==> src/rtl/jt08_adpcm_pkg.sv <==
// rtl/jt08_adpcm_pkg.sv - shared constants for the ADPCM-B sample RAM arbiter
package jt08_adpcm_pkg;

  localparam int AW_DEF = 21;

  localparam logic [7:0] TMO_FILL = 8'hFF;

  typedef enum logic [1:0] {
    ST_IDLE  = 2'd0,
    ST_ISSUE = 2'd1,
    ST_WAIT  = 2'd2,
    ST_DONE  = 2'd3
  } arb_state_t;

endpackage

==> src/rtl/jt08_ramarb_pick.sv <==
// rtl/jt08_ramarb_pick.sv - combinational grant selector for the two RAM requesters
module jt08_ramarb_pick #(
  parameter bit PRIO0 = 1'b1
) (
  input  logic req0_i,
  input  logic req1_i,
  input  logic last_i,
  output logic g_o,
  output logic valid_o
);

  always_comb begin
    valid_o = req0_i | req1_i;
    g_o     = 1'b0;
    if (req0_i && req1_i) begin
      // On a tie the round-robin mode hands the grant to whoever did not win last.
      g_o = PRIO0 ? 1'b0 : ~last_i;
    end else if (req1_i) begin
      g_o = 1'b1;
    end
  end

endmodule

==> src/rtl/jt08_adpcm_ramarb.sv <==
// rtl/jt08_adpcm_ramarb.sv - two-port req/ack arbiter for the external ADPCM-B sample RAM
module jt08_adpcm_ramarb
  import jt08_adpcm_pkg::*;
#(
  parameter int AW      = AW_DEF,
  parameter int TIMEOUT = 15,
  parameter bit PRIO0   = 1'b1
) (
  input  logic          clk,
  input  logic          rst_n,
  input  logic          req0,
  input  logic          we0,
  input  logic [AW-1:0] addr0,
  input  logic [7:0]    wdata0,
  output logic [7:0]    rdata0,
  output logic          ack0,
  input  logic          req1,
  input  logic          we1,
  input  logic [AW-1:0] addr1,
  input  logic [7:0]    wdata1,
  output logic [7:0]    rdata1,
  output logic          ack1,
  output logic          mem_req,
  output logic          mem_we,
  output logic [AW-1:0] mem_addr,
  output logic [7:0]    mem_wdata,
  input  logic [7:0]    mem_rdata,
  input  logic          mem_ack,
  output logic          busy,
  output logic          tmo
);

  localparam logic [7:0] TMO_CNT = 8'(TIMEOUT);

  arb_state_t    state_q, state_d;
  logic          g_q, g_d;
  logic          last_q, last_d;
  logic [7:0]    cnt_q, cnt_d;
  logic          mem_req_q, mem_req_d;
  logic          busy_q, busy_d;
  logic          tmo_q, tmo_d;
  logic          mem_we_q, mem_we_d;
  logic [AW-1:0] mem_addr_q, mem_addr_d;
  logic [7:0]    mem_wdata_q, mem_wdata_d;
  logic [7:0]    rdata0_q, rdata0_d;
  logic [7:0]    rdata1_q, rdata1_d;

  logic pick_g;
  logic pick_valid;

  jt08_ramarb_pick #(
    .PRIO0 (PRIO0)
  ) u_pick (
    .req0_i  (req0),
    .req1_i  (req1),
    .last_i  (last_q),
    .g_o     (pick_g),
    .valid_o (pick_valid)
  );

  always_ff @(posedge clk or negedge rst_n) begin
    if (!rst_n) begin
      state_q     <= ST_IDLE;
      g_q         <= 1'b0;
      last_q      <= 1'b1;
      cnt_q       <= 8'd0;
      mem_req_q   <= 1'b0;
      busy_q      <= 1'b0;
      tmo_q       <= 1'b0;
      mem_we_q    <= 1'b0;
      mem_addr_q  <= '0;
      mem_wdata_q <= 8'd0;
      rdata0_q    <= 8'd0;
      rdata1_q    <= 8'd0;
    end else begin
      state_q     <= state_d;
      g_q         <= g_d;
      last_q      <= last_d;
      cnt_q       <= cnt_d;
      mem_req_q   <= mem_req_d;
      busy_q      <= busy_d;
      tmo_q       <= tmo_d;
      mem_we_q    <= mem_we_d;
      mem_addr_q  <= mem_addr_d;
      mem_wdata_q <= mem_wdata_d;
      rdata0_q    <= rdata0_d;
      rdata1_q    <= rdata1_d;
    end
  end

  always_comb begin
    state_d     = state_q;
    g_d         = g_q;
    last_d      = last_q;
    cnt_d       = cnt_q;
    mem_req_d   = mem_req_q;
    busy_d      = busy_q;
    tmo_d       = 1'b0;
    mem_we_d    = mem_we_q;
    mem_addr_d  = mem_addr_q;
    mem_wdata_d = mem_wdata_q;
    rdata0_d    = rdata0_q;
    rdata1_d    = rdata1_q;

    case (state_q)
      ST_IDLE: begin
        if (pick_valid) begin
          // Command fields are frozen here; later requester changes do not reach memory.
          g_d         = pick_g;
          mem_we_d    = pick_g ? we1 : we0;
          mem_addr_d  = pick_g ? addr1 : addr0;
          mem_wdata_d = pick_g ? wdata1 : wdata0;
          state_d     = ST_ISSUE;
        end
      end
      ST_ISSUE: begin
        mem_req_d = 1'b1;
        busy_d    = 1'b1;
        cnt_d     = 8'd0;
        state_d   = ST_WAIT;
      end
      ST_WAIT: begin
        if (mem_ack) begin
          mem_req_d = 1'b0;
          if (!mem_we_q) begin
            if (g_q) rdata1_d = mem_rdata;
            else     rdata0_d = mem_rdata;
          end
          state_d = ST_DONE;
        end else begin
          cnt_d = cnt_q + 8'd1;
          if (cnt_d == TMO_CNT) begin
            // Force completion so a dead memory cannot stall playback forever.
            mem_req_d = 1'b0;
            tmo_d     = 1'b1;
            if (g_q) rdata1_d = TMO_FILL;
            else     rdata0_d = TMO_FILL;
            state_d = ST_DONE;
          end
        end
      end
      ST_DONE: begin
        busy_d  = 1'b0;
        last_d  = g_q;
        state_d = ST_IDLE;
      end
      default: state_d = ST_IDLE;
    endcase
  end

  assign ack0      = (state_q == ST_DONE) && !g_q;
  assign ack1      = (state_q == ST_DONE) &&  g_q;
  assign rdata0    = rdata0_q;
  assign rdata1    = rdata1_q;
  assign mem_req   = mem_req_q;
  assign mem_we    = mem_we_q;
  assign mem_addr  = mem_addr_q;
  assign mem_wdata = mem_wdata_q;
  assign busy      = busy_q;
  assign tmo       = tmo_q;

endmodule

==> config.mk <==
export PLATFORM = sky130hd
export DESIGN_NAME = jt08_adpcm_ramarb
export DESIGN_NICKNAME = d
export VERILOG_FILES = /design/src/rtl/jt08_adpcm_pkg.sv /design/src/rtl/jt08_ramarb_pick.sv /design/src/rtl/jt08_adpcm_ramarb.sv
export SDC_FILE = /design/constraint.sdc
export NUM_CORES = 1
export LEC_CHECK = 0
export ABC_AREA = 0
export BUFFER_PORTS_ARGS = -buffer_cell sky130_fd_sc_hd__buf_2
export CORE_MARGIN = 2
export CORE_UTILIZATION = 37
export DETAILED_ROUTE_END_ITERATION = 6
export PLACE_DENSITY_LB_ADDON = 0.12
export SYNTH_ARGS = -nofsm -noshare
export SYNTH_HDL_FRONTEND = slang
export SYNTH_HIERARCHICAL = 1
export SYNTH_SLANG_ARGS = --single-unit
==> constraint.sdc <==
create_clock -name clk -period 1.9 [get_ports clk]
set_input_delay 0.38 -clock clk [delete_from_list [all_inputs] [get_ports clk]]
set_output_delay 0.38 -clock clk [all_outputs]
set_load 0.01 [all_outputs]
After elaboration in Yosys (flattened, before gate mapping)
Cells that the tools add are included.

operators by class
  reductions and logical operators = 14
  multipliers = 0
  order comparisons = 0
  add/sub/neg operators = 1
  div/mod/pow operators = 0
  eq/ne operators = 8
  shift operators = 0
  bitwise logic cells = 2
  muxes and demuxes = 28

operators by type and width
  kind                 number
  $mux 8               12
  $mux 21              1
  $pmux 8 s2           1
  $add 8x1->8 const B  1
  $eq 8x4->1 const B   1
  $mux 1               8
  $pmux 2 s4           1
  $reduce_and 2->1     4
  $reduce_and 4->1     2
  $mux 2               3
  $ne 2x2->1 const B   3
  $reduce_bool 2->1    3
  $eq 2x2->1 const B   2
  $pmux 1 s2           2
  $logic_and 1x1->1    3
  $ne 3x3->1 const B   1
  $eq 2x1->1 const B   1
  $logic_not 2->1      1
  $logic_not 1->1      1
  $not 1->1            1
  $or 1x1->1           1

word-level totals
  memory bits (writable) = 0
  output and inout bits = 51
  bits in latches = 0
  bits in registers = 60
  bits in read-only memories = 0
  input port bits = 73
  word-level logic and storage cells = 64
  memories kept = 0

Logic depth before layout (Yosys ltp)
  depth in word-level cells = 5
  gate-level depth with buffers = 7
  gate-level depth less buffers = 6

By module
Netlist, hierarchy kept.

modules (own cells, without submodules)
  module             area each (um^2)  instances  sequential area each (um^2)  cells an instance
  jt08_adpcm_ramarb  3275.6            1          1527.7                       326
  jt08_ramarb_pick   12.5              1          0.0                          2

Least setup slack after synthesis
No wires, ideal clock.

  kind = register to register
  start point = register cnt_q[0]
  end point = register mem_req_q (netlist: mem_req)
  buffers on the path = 1
  setup slack = -53 ps
  stages on the path, launching flop included = 7
  arrival time = 1833 ps
  setup time = 120 ps
  period minus slack after synthesis = 1953 ps
  data required time = 1780 ps
  cells stage by stage = dfrtp_1 inv_1 ha_1 or4b_1 or4_4 buf_6 a31o_2

between the ends
  word-level cells in the longest chain between the ends = 4

RTL lines
  item                        RTL line                  source
  from (decl)                 jt08_adpcm_ramarb.sv:38   logic [7:0] cnt_q, cnt_d;
  from (signal assigned)      jt08_adpcm_ramarb.sv:79   cnt_q <= cnt_d;
  $add 8x1->8                 jt08_adpcm_ramarb.sv:131  cnt_d = cnt_q + 8'd1;
  $eq 8x4->1                  jt08_adpcm_ramarb.sv:132  if (cnt_d == TMO_CNT) begin
  $ne 3x3->1 (no line)        --
  $reduce_and 2->1 (no line)  --
  to (signal assigned)        jt08_adpcm_ramarb.sv:80   mem_req_q <= mem_req_d;
  to (decl)                   jt08_adpcm_ramarb.sv:39   logic mem_req_q, mem_req_d;

Every way passes these cells.
A chain may end at the register's enable or synchronous reset.

Worst setup path after layout
  start point = register cnt_q[0]
  end point = register rdata0_q[0] (netlist: rdata0[0])

between the ends
  word-level cells in the longest chain between the ends = 4

RTL lines
  item                         RTL line                  source
  $add 8x1->8                  jt08_adpcm_ramarb.sv:131
  $eq 8x4->1                   jt08_adpcm_ramarb.sv:132
  $reduce_bool 2->1 (no line)  --
  $reduce_and 4->1 (no line)   --
  to (signal assigned)         jt08_adpcm_ramarb.sv:86   rdata0_q <= rdata0_d;
  to (decl)                    jt08_adpcm_ramarb.sv:45   logic [7:0] rdata0_q, rdata0_d;

Every way passes these cells.

==> metrics <==
Placer Congestion=between 0.7 and 0.8; area grow syn2layout=33.1%; Core Box Area=8640 um^2; slew at the pin closest to its max-slew limit=0.632 ns; hold-fix buffers at CTS=0; drt via density=~4.9; worst hold path class=input pin to async pin; critical path class=flip-flop to flip-flop; Fillers=roughly 840; Max Fanout on Critical Path=11; Buffers & Inverters on Critical Path=2; Max VDD drop=between 0.6 and 0.7 mV; clock-pin slew on the worst setup and hold paths=~0.07 ns; fmax=around 510 MHz; crit path cell chain=inv_1 -> ha_1 -> or4b_1 -> or4_4 -> buf_12 -> a221oi_2; first-pass GRT wire length=between 10000 and 15000 um; Residual DRC=0; clock skew=between 0.005 and 0.006 ns; post-layout instance area=4330 um^2; die area=around 9600 um^2; slowest CP cell=or4_4; Synth warnings=6; Multi-input gate area=~1600 um^2; Sequential Area=between 1500 and 2000 um^2; Worst Setup End Kind=flip-flop; final slew viol count=0; failing checks=negative setup slack; initial antenna violation count=0; Worst EP arrival=around 2.2 ns; Worst path max stage delay=~0.48 ns; CTS HTree Levels=3; total global-route track usage=between 15 and 20%; run status=finished with violations; Mapped Area=between 3000 and 4000 um^2; Max-cap violations=0; Hold Fails Final Rpt=0; die width=between 90 and 100 um; Routed wire per std cell=roughly 14 um; final core occ=about half; Initial Utilization=between 30% and 40%; drt total wl=about 7700 um; CTS buffer count=9; nets=roughly 540; HPWL after detailed placement=~5600 um; row count=34; Synth Instances=between 300 and 400; final setup fails=18; placed inst area=approximately 4100 um^2; GR Overflow Total=0; Setup crit start kind=flip-flop; Top Ports=around 120; IO buf count=around 120; PnR worst setup slack=-0.0788 ns; Pre-antenna DRT Iters=4; Leakage=slightly above 0.002 uW; Clk Latency, worst-skew pair=about 0.32 ns; Slew headroom=57.9%; Power Density=1380 nW/um^2; largest net degree at the start of global routing=slightly above 60; Via Count=about 2800; post-layout min period=about 2.0 ns; Die Y=97.7 um; unrepaired setup endpoints after global routing=yes; CTS sink cnt=60; Critical Path RT=2.13 ns; Post-DRT Antenna Nets=0; Longest Clk Path Bufs=2; CTS root buf=clkbuf_8; Ant. Diodes=0; Syn Area/Cell=between 9 and 10 um^2; total nets after synthesis=406; TritonCTS clock tree=built; critical path's top delay family=simple AND/OR/NAND/NOR gates; layout cells sized above 1=between 30% and 40%; vias in the first global route=around 2700; Initial DRC Count=69; Tcrit/Tclk final=104%
-- worst register-to-register path, delay by kind of cell, from the launching register on --
family	cells	cell delay, ns
fa+ha+maj	1	0.13
flops	1	0.38
simple gates	2	0.91
buf+inv	2	0.24
compound gates	1	0.24
-- cell usage in the layout, fill, tap and decap left out, drive strengths merged, types with 5 or more instances in the layout --
cell,n
o31ai,17
mux2i,33
clkbuf,12
nor2,69
buf,143
nand2,5
ha,7
a221oi,17
nand2b,20
dfrtp,60
a21oi,32
nand3,5
-- layer usage --
layer,track usage (%),vias up,wire [um]
met1,22.1,1277,3600
met4,2.56,0,54
li1,-,1414,-
met5,0,-,0
met3,4.94,6,474
met2,26.3,87,3570
-- what timing repair did --
action | 4_1_cts | 5_1_grt
setup endpoints to repair | 17 | 19
endpoints found under the hold margin | 0 | 0
buffers inserted | 0 | 1
gates cloned | 0 | 0
gates resized for setup | 0 | 1
pin swaps | 1 | 0
-- where the power goes --
| part | switching (uW) | internal (uW) | leakage [uW] |
|---|---|---|---|
| clock | 495 | 674 | 0.000102 |
| combinational | 1520 | 1180 | 0.00124 |
| sequential | 358 | 1760 | 0.000732 |
-- flip-flops by register name (all words and copies together), names as in the netlist --
name and count:
mem_wdata 8, rdata1 8, busy 1, tmo 1, mem_we 1, mem_addr 21
cnt_q 8, g_q 1, rdata0 8, mem_req 1, state_q 2
-- stage by stage --
stage          total power [uW]  setup slack (ns)  TNS (ns)  hold slack, ns  std cells
2_1_floorplan              3850           -0.0527    -0.222          0.0844        326
3_3_place_gp               4810           -0.0535    -0.825           0.421        551
3_5_place_dp               4870           -0.0775     -1.00           0.419        551
4_1_cts                    6070           -0.0989     -1.28          0.0625        567
5_1_grt                    6490            -0.171     -2.61          0.0710        568
6_report                   5990           -0.0788     -1.11          0.0406        568
-- cell type report --
type	instances	share of cell area (%)
clock inverter	4	1.10
tap	108	3.12
timing repair buffer	143	19.1
inverter	4	0.347
sequential	60	34.7
multi-input combinational	237	38.0
clock buffer	12	3.59
-- worst paths after layout --
path	startpoint	endpoint	slack, ns	cells after the start
worst max-delay path	cnt_q[0]	rdata0[0]	-0.08	6
worst max register to register	cnt_q[0]	rdata0[0]	-0.08	6
worst min register to register	busy	busy	0.49	2
min in group clk	addr0[6]	mem_addr[6]	0.35	3
max in group asynchronous	rst_n	rdata1[2]	1.55	2
worst min-delay path	rst_n	rdata0[1]	0.04	2
(Power assumes the default switching activity.)
